**src/rtl/instr_fifo.sv**
```systemverilog
// ---------------------------------------------------------------------------
// instr_fifo
//   Micro-instruction queue between the decode stage (producer) and the
//   issue/dispatch stage (consumer). Depth is 2^AW entries of DW bits each.
//   The head entry is presented on data_pop combinationally, so the consumer
//   sees it with zero read latency. A word written at one edge is visible at
//   the head after that edge. There is no write-to-read bypass.
//
// Parameters
//   DW     micro-instruction width in bits
//   AW     address width; depth = 2^AW
//
// Ports
//   CLK        in   single clock, rising edge
//   RSTn       in   asynchronous active-low reset; clears pointers and storage
//   flush      in   synchronous discard of all entries, beats push/pop
//   push       in   write request from decode
//   data_push  in   micro-instruction to store
//   full       out  no free entry, push is not accepted
//   pop        in   read request from issue/dispatch
//   data_pop   out  oldest stored entry (head)
//   empty      out  no valid entry, data_pop is meaningless
// ---------------------------------------------------------------------------
module instr_fifo #(
  parameter int DW = 150,
  parameter int AW = 2
) (
  input  logic          CLK,
  input  logic          RSTn,
  input  logic          flush,
  input  logic          push,
  input  logic [DW-1:0] data_push,
  output logic          full,
  input  logic          pop,
  output logic [DW-1:0] data_pop,
  output logic          empty
);

  localparam int DEPTH = 1 << AW;

  // Pointers carry one extra wrap bit so that full and empty can be told
  // apart when the index bits match.
  logic [AW:0]   wr_ptr;
  logic [AW:0]   rd_ptr;
  logic [DW-1:0] mem [DEPTH];

  logic          push_acc;
  logic          pop_acc;

  // Status comes only from registered pointers, so full/empty never depend
  // combinationally on push or pop.
  assign empty = (rd_ptr == wr_ptr);
  assign full  = (rd_ptr[AW] != wr_ptr[AW]) &&
                 (rd_ptr[AW-1:0] == wr_ptr[AW-1:0]);

  // When full with push and pop together, full blocks the push while the pop
  // is taken. When empty, empty blocks the pop even if a push arrives, which
  // is what prevents any bypass path.
  assign push_acc = push && !full  && !flush;
  assign pop_acc  = pop  && !empty && !flush;

  always_ff @(posedge CLK or negedge RSTn) begin
    if (!RSTn) begin
      wr_ptr <= '0;
      rd_ptr <= '0;
    end else if (flush) begin
      wr_ptr <= '0;
      rd_ptr <= '0;
    end else begin
      if (push_acc) wr_ptr <= wr_ptr + 1'b1;
      if (pop_acc)  rd_ptr <= rd_ptr + 1'b1;
    end
  end

  // Storage is cleared on reset so the head reads as zero until written.
  // Flush leaves the contents alone, since only the pointers define validity.
  always_ff @(posedge CLK or negedge RSTn) begin
    if (!RSTn) begin
      for (int i = 0; i < DEPTH; i++) mem[i] <= '0;
    end else if (push_acc) begin
      mem[wr_ptr[AW-1:0]] <= data_push;
    end
  end

  assign data_pop = mem[rd_ptr[AW-1:0]];

endmodule

```
**config.mk**
```make
export PLATFORM = sky130hd
export DESIGN_NAME = instr_fifo
export DESIGN_NICKNAME = d
export VERILOG_FILES = /design/src/rtl/instr_fifo.sv
export SDC_FILE = /design/constraint.sdc
export NUM_CORES = 1
export LEC_CHECK = 0
export ABC_AREA = 0
export BUFFER_PORTS_ARGS = -buffer_cell sky130_fd_sc_hd__buf_4
export CORE_UTILIZATION = 43
export CTS_CLUSTER_DIAMETER = 150
export DETAILED_ROUTE_END_ITERATION = 10
export SLEW_MARGIN = 25
export SYNTH_ARGS = -nofsm -noshare
export SYNTH_HDL_FRONTEND = slang
export SYNTH_SLANG_ARGS = --single-unit
```
**constraint.sdc**
```tcl
create_clock -name CLK -period 2.8 [get_ports CLK]
set_input_delay 0.42 -clock CLK [delete_from_list [all_inputs] [get_ports CLK]]
set_output_delay 0.42 -clock CLK [all_outputs]
set_load 0.05 [all_outputs]
```
==> results by group, run 1 <==
Run status
  • Status: completed

STA
  • Final min period: 2.705 ns
  • Final Setup Violations: 0
  • Worst-Margin Slew: roughly 0.63 ns
  • Setup_tns: 0 ns
  • Worst slew margin: 58.07%
  • Final Max Tran Viols: 0
  • Period utilization: a little over nine tenths
  • Final Hold Fails: 0
  • Max Fclk: 369.6 MHz
  • Clock skew: around 0.029 ns
  • Final setup margin: 0.09458 ns

Detailed routing
  • Vias: 14,630
  • Post-route DRC violation count: 0
  • Via density per instance: approximately 5.5
  • WL/cell: between 20 and 25 microns
  • Initial DRC count: 618
  • DRT antenna net count: 0
  • Pre-Repair DR Iteration Count: 4
  • Total wire length: 61.53 mm

Setup path
  • CP Data Arrival Time: roughly 2.3 ns
  • Crit path max fanout: 35
  • Slowest-stage cell, CP: mux4_2
  • Startpoint types: flip-flop
  • Crit-path max cell delay: 0.58 ns
  • RR Startpoint: rd_ptr[0]
  • Worst Setup SP: rd_ptr[0]
  • Worst-path cell chain: buf_4, clkbuf_16, mux4_2, buf_6
  • CP required: ~2.4 ns
  • CP Class: flip-flop to output port
  • Setup crit end kind: output port

Global route
  • Largest net degree at the start of global routing: 90
  • Vias in the first global route: 16,540
  • Grt ovf: 0
  • Tot GR Track Use: between 20 and 25%
  • First-pass GRT wire length: ~99 mm
  • Initial antenna violation count: 4

Logic synthesis
  • Commonest cells post-synth: dfrtp_1 (606), mux2_2 (349), mux2_1 (251)
  • Ys async rst share: 100.0%
  • Warnings from Yosys: 0
  • Synth top area cells: dfrtp_1 (58%), mux2_2 (15%), mux4_2 (13%), mux2_1 (11%), buf_2 (1.0%)
  • Syn Area/Cell: 17.32 sq um
  • Yosys reg bits: between 600 and 700
  • Number of different library cells in the post-synthesis netlist: 42
  • Cell Area, Synth: ~26,000 sq um
  • Post-synth EDFFs: 0
  • Most used DFF post-synth: dfrtp_1
  • Post-Syn Nets: 1,681
  • Cell with the most instances after synthesis: dfrtp_1
  • Top cell type's share of synthesized area: between 50% and 60%
  • Synth Instances: 1,521
  • Cell taking the most area after synthesis: dfrtp_1
  • Sequential-to-total area share from yosys stat: ~58%

Clocking
  • CTS HTree Levels: 3
  • Clock buffer count from CTS: 69
  • # clock sinks: just over 600
  • CTS tree: done
  • Clock root cell: clkbuf_16
  • Worst-path clk slew: 0.06 ns
  • Clock Latency Late Sink: slightly above 0.6 ns
  • CTS max path bufs: 3

Final layout
  • Syn-to-layout area delta: 23.06%
  • Multi-input combinational cell area: ~11,000 sq um
  • Layout fillers: roughly 4,900
  • Nets: approximately 2,000
  • FF+latch area: ~15,000 sq um
  • Layout cells sized above 1: about 51%

Power and ir drop
  • Total Power: between 40 and 50 mW
  • Leak pwr: 14.11 nW
  • Max rail drop VDD: between 700 and 800 uV
  • Pwr per Cell Area: 1346 nW/um^2

Placed design
  • Detailed placer's ending HPWL: 36.90 mm
  • Number of port buffers: between 300 and 400
  • Setup WS pre-CTS: approximately 0.42 ns
  • GP Congestion: about 0.75

Floorplan
  • Initial Util: approximately 44%
  • DIE WIDTH: about 250 microns
  • Core area: 60,470 sq um
  • # rows: 90
  • Die Footprint: 62,270 sq um
  • Die H: 249.5 microns
  • # IOs: around 310

Job
  • # Max-Cap Violations: 0

Min path
  • Hold path startpoint: data_push[89]
  • Min-delay worst type: primary input to flip-flop
==> flip-flops by register name (all words and copies together), names as in the netlist <==
register / count
wr_ptr: 3
rd_ptr: 3
mem: 600
==> routing by layer <==
layer  vias up  track usage [%]  part of all wire [%]
met1      7868            27.41                    44
met4         6            6.667                   2.7
met3       103            5.048                   5.1
met2       271            33.19                    48
li1       6379                -                     -
met5         -                0                 0.078
==> cell type report <==
| type | instances | area share (%) |
|---|---|---|
| Antenna cell | 1 | 0.007718 |
| Clock buffer | 100 | 6.240 |
| Clock inverter | 17 | 0.5479 |
| Inverter | 5 | 0.05788 |
| Multi-Input combinational cell | 807 | 32.83 |
| Sequential cell | 606 | 46.79 |
| Tap cell | 782 | 3.018 |
| Timing Repair Buffer | 357 | 10.50 |
==> per-stage QoR <==
step / cell area [sq um] / instances / hold WS [ns] / util (%)
floorplan: 26350 / 1521 / 0.1244 / -
global placement: 29750 / 2546 / 0.3915 / 49.19
detailed placement: 29750 / 2546 / 0.3999 / 49.19
CTS: 32380 / 2672 / 0.006022 / 53.54
global route: 32420 / 2675 / 0.03668 / 53.62
finish: 32420 / 2675 / 0.05168 / 53.62
==> cell usage in the layout (no fill, tap or decap), drive strengths merged, types with 5 or more instances in the layout <==
cell    count
ha          5
nand4       5
mux2      600
dfrtp     606
clkinv     10
buf       353
inv         8
mux4      150
clkbuf    101
==> cell families (layout without fill, tap and decap cells) <==
family	Yosys count	after routing	share of synthesized area (%)
muxes	750	750	38.46
buffers and inverters	108	479	2.241
and+or+nand+nor	29	29	0.6554
AOI/OAI and AO/OA	17	17	0.5508
other	0	1	0
DFF	606	606	57.55
adders and majority gates	5	5	0.2374
xor gates and xnor gates	6	6	0.2992
==> timing repair <==
item,in CTS,in global routing
resized for setup,73,3
setup endpoints to repair,123,115
hold endpoints to repair,40,0
hold buffers,1,0
setup buffers,5,1
gates cloned,3,1
==> worst paths after layout <==
kind | end | slack [ns] | depth (start not counted)
worst max register to register | mem[432] | 0.21 | 8
worst max-delay path | data_pop[23] | 0.09 | 4
worst min register to register | mem[392] | 0.48 | 1
worst min-delay path | mem[389] | 0.05 | 2
max in group asynchronous | mem[482] | 1.39 | 4
min in group asynchronous | mem[115] | 0.33 | 2
==> power breakdown <==
group	internal (mW)	total [mW]	switching (mW)
clock network	5.20	8.74	3.55
registers	13.0	15.0	1.98
logic	8.84	19.9	11.0
==> critical path: cells and delay by family (launching register included) <==
kind / cells / cell delay (ns)
multiplexers: 1 / 0.58
flip-flops: 1 / 0.41
buffers and inverters: 3 / 0.69
Note: power is estimated with default switching activity, not from simulation.
==> inputs of run 2 (changes only) <==
--- a/config.mk
+++ b/config.mk
@@ -7,6 +7,8 @@
 export LEC_CHECK = 0
 export ABC_AREA = 0
 export BUFFER_PORTS_ARGS = -buffer_cell sky130_fd_sc_hd__buf_4
+export CORE_ASPECT_RATIO = 1.2
+export CORE_MARGIN = 4
 export CORE_UTILIZATION = 43
 export CTS_CLUSTER_DIAMETER = 150
 export DETAILED_ROUTE_END_ITERATION = 10
==> run 2 against run 1 <==
  * Clock skew down 0.0087 ns
  * Global-route usage decreased by 1.6 points
  * Register-to-register slack better by 0.25 ns
  * Critical path type unchanged
  * Critical endpoint is now data_pop[145]
==> results by group, run 2 (synthesis gave the netlist of run 1 again) <==
STA
  • Final min period: about 2.8 ns
  • Max Fclk: 360.7 MHz
  • Final Setup Violations: 0
  • Worst-Margin Slew: approximately 0.68 ns
  • Worst slew margin: 54.73%
  • Final Max Tran Viols: 0
  • RSZ-0062 raised after global routing: true
  • Final Hold Fails: 0
  • Setup_tns: 0 ns
  • Clock skew: 0.02072 ns
  • Period utilization: between 90% and 100%
  • Final setup margin: 0.02795 ns

Clocking
  • Clock Latency Late Sink: 0.59 ns
  • Setup bufs post-CTS: 0
  • Clock buffer count from CTS: between 60 and 70
  • CTS HTree Levels: 3
  • # clock sinks: between 600 and 700
  • CTS max path bufs: 3
  • Worst-path clk slew: around 0.06 ns
  • CTS tree: done
  • Clock root cell: clkbuf_16

Global route
  • First-pass GRT wire length: ~97 mm
  • Tot GR Track Use: between 10% and 20%
  • Vias in the first global route: between 15,000 and 20,000
  • Initial antenna violation count: 4
  • Grt ovf: 0
  • Largest net degree at the start of global routing: about 120

Final layout
  • Max reg flops: 600
  • Nets: between 1,500 and 2,000
  • Most flops, register: mem
  • Post-route non-filler standard cell count: 2,691
  • Syn-to-layout area delta: 22.07%
  • Largest regs: mem (600), rd_ptr (3), wr_ptr (3)
  • Most frequent cells in the layout: dfrtp_1 (604), mux2_2 (349), buf_4 (260)
  • Most common cell after layout, fill and taps aside: dfrtp_1
  • Final Cell Area: ~32,000 sq um
  • Layout cells sized above 1: between 50% and 60%

Setup path
  • Crit path max fanout: 53
  • Worst Setup SP: rd_ptr[0]
  • CP Data Arrival Time: around 2.4 ns
  • Setup crit end kind: output port
  • CP required: around 2.4 ns
  • Startpoint types: flip-flop
  • RR Startpoint: wr_ptr[1]
  • CP Class: flip-flop to output port

Floorplan
  • Core area: a little over 60,000 sq um
  • # IOs: between 300 and 400
  • Initial Util: a little over two fifths
  • # rows: between 90 and 100
  • Die Footprint: around 65,000 sq um
  • Die H: 279.2 microns
  • DIE WIDTH: approximately 230 microns

Power and ir drop
  • Sequential Power Share: 34.8%
  • Internal power: 26.80 mW
  • Switch share: between 30 and 40%
  • Pwr per Cell Area: roughly 1300 nW/um^2
  • Max rail drop VDD: 745.3 uV
  • Clock share of power: between 20% and 30%
  • Leak pwr: 13.98 nW
  • Combinational share of power: roughly 45%
  • Total Power: about 43 mW
  • Switching power: around 16 mW

Placed design
  • Detailed placer's ending HPWL: 37.76 mm
  • Setup WS pre-CTS: around 0.48 ns
  • Number of port buffers: roughly 310
  • Post-placement cell area: around 30,000 sq um
  • Placed Cells: between 2,000 and 3,000
  • GP Congestion: 0.7439

Detailed routing
  • Pre-Repair DR Iteration Count: 4
  • Via density per instance: 5.353
  • WL/cell: 22.69 microns
  • Vias: roughly 14,000
  • DRT antenna net count: 0
  • Initial DRC count: 566
  • Post-route DRC violation count: 0
  • Total wire length: 61.07 mm

Job
  • # Max-Cap Violations: 0

Run status
  • Status: completed

Min path
  • Hold path startpoint: data_push[60]
  • Min-delay worst type: primary input to flip-flop
-- run 2: path summary, 6_finish.rpt --
kind	endpoint	slack, ns	cells past startpoint
max	data_pop[145]	0.03	3
min	mem[510]	0.07	2
max reg2reg	mem[378]	0.46	6
min reg2reg	mem[220]	0.48	1
max in group asynchronous	mem[353]	1.40	4
min in group asynchronous	mem[37]	0.29	2
-- run 2: final cells by class --
class	instances	area (sq um)
sequential	606	15170
clock buffer	103	2057
clock inverter	14	126.4
antenna	2	5.005
multi-input combinational	807	10630
timing repair buffer	346	3141
fill	5027	28530
tap	808	1011
inverter	5	18.77
-- run 2: critical path: stages (launching register included) --
cell and delay (ns):
dfrtp_4 0.48, buf_12 0.37, mux4_2 0.60, buf_4 0.21
-- run 2: power by group through the flow --
stage,Clock (mW),Combinational [mW],Sequential (mW)
6_report,8.69,19.5,15.0
5_1_grt,9.36,20.6,15.5
4_1_cts,8.97,19.7,15.0
3_5_place_dp,0,19.2,15.2
3_3_place_gp,0,18.9,14.9
2_1_floorplan,0,14.2,14.4
-- run 2: per-stage QoR --
step	hold slack, ns	utilization [%]
2_1_floorplan	0.1244	-
3_3_place_gp	0.2888	48.99
3_5_place_dp	0.2894	48.99
4_1_cts	0.03187	52.93
5_1_grt	0.05237	52.99
6_report	0.07472	52.99
-- run 2: what timing repair did --
| action | CTS | global route |
|---|---|---|
| gates resized for setup | 52 | 9 |
| setup endpoints to repair | 73 | 139 |
| hold buffers | 1 | 0 |
| hold endpoints to repair | 18 | 0 |
-- run 2: routing by layer --
layer | track usage [%] | routed length (microns) | up-vias
li1 | - | - | 6319
met3 | 5.704 | 3920 | 72
met1 | 23.88 | 25060 | 7761
met4 | 5.136 | 1199 | 4
met5 | 0 | 29 | -
met2 | 32.25 | 30860 | 248
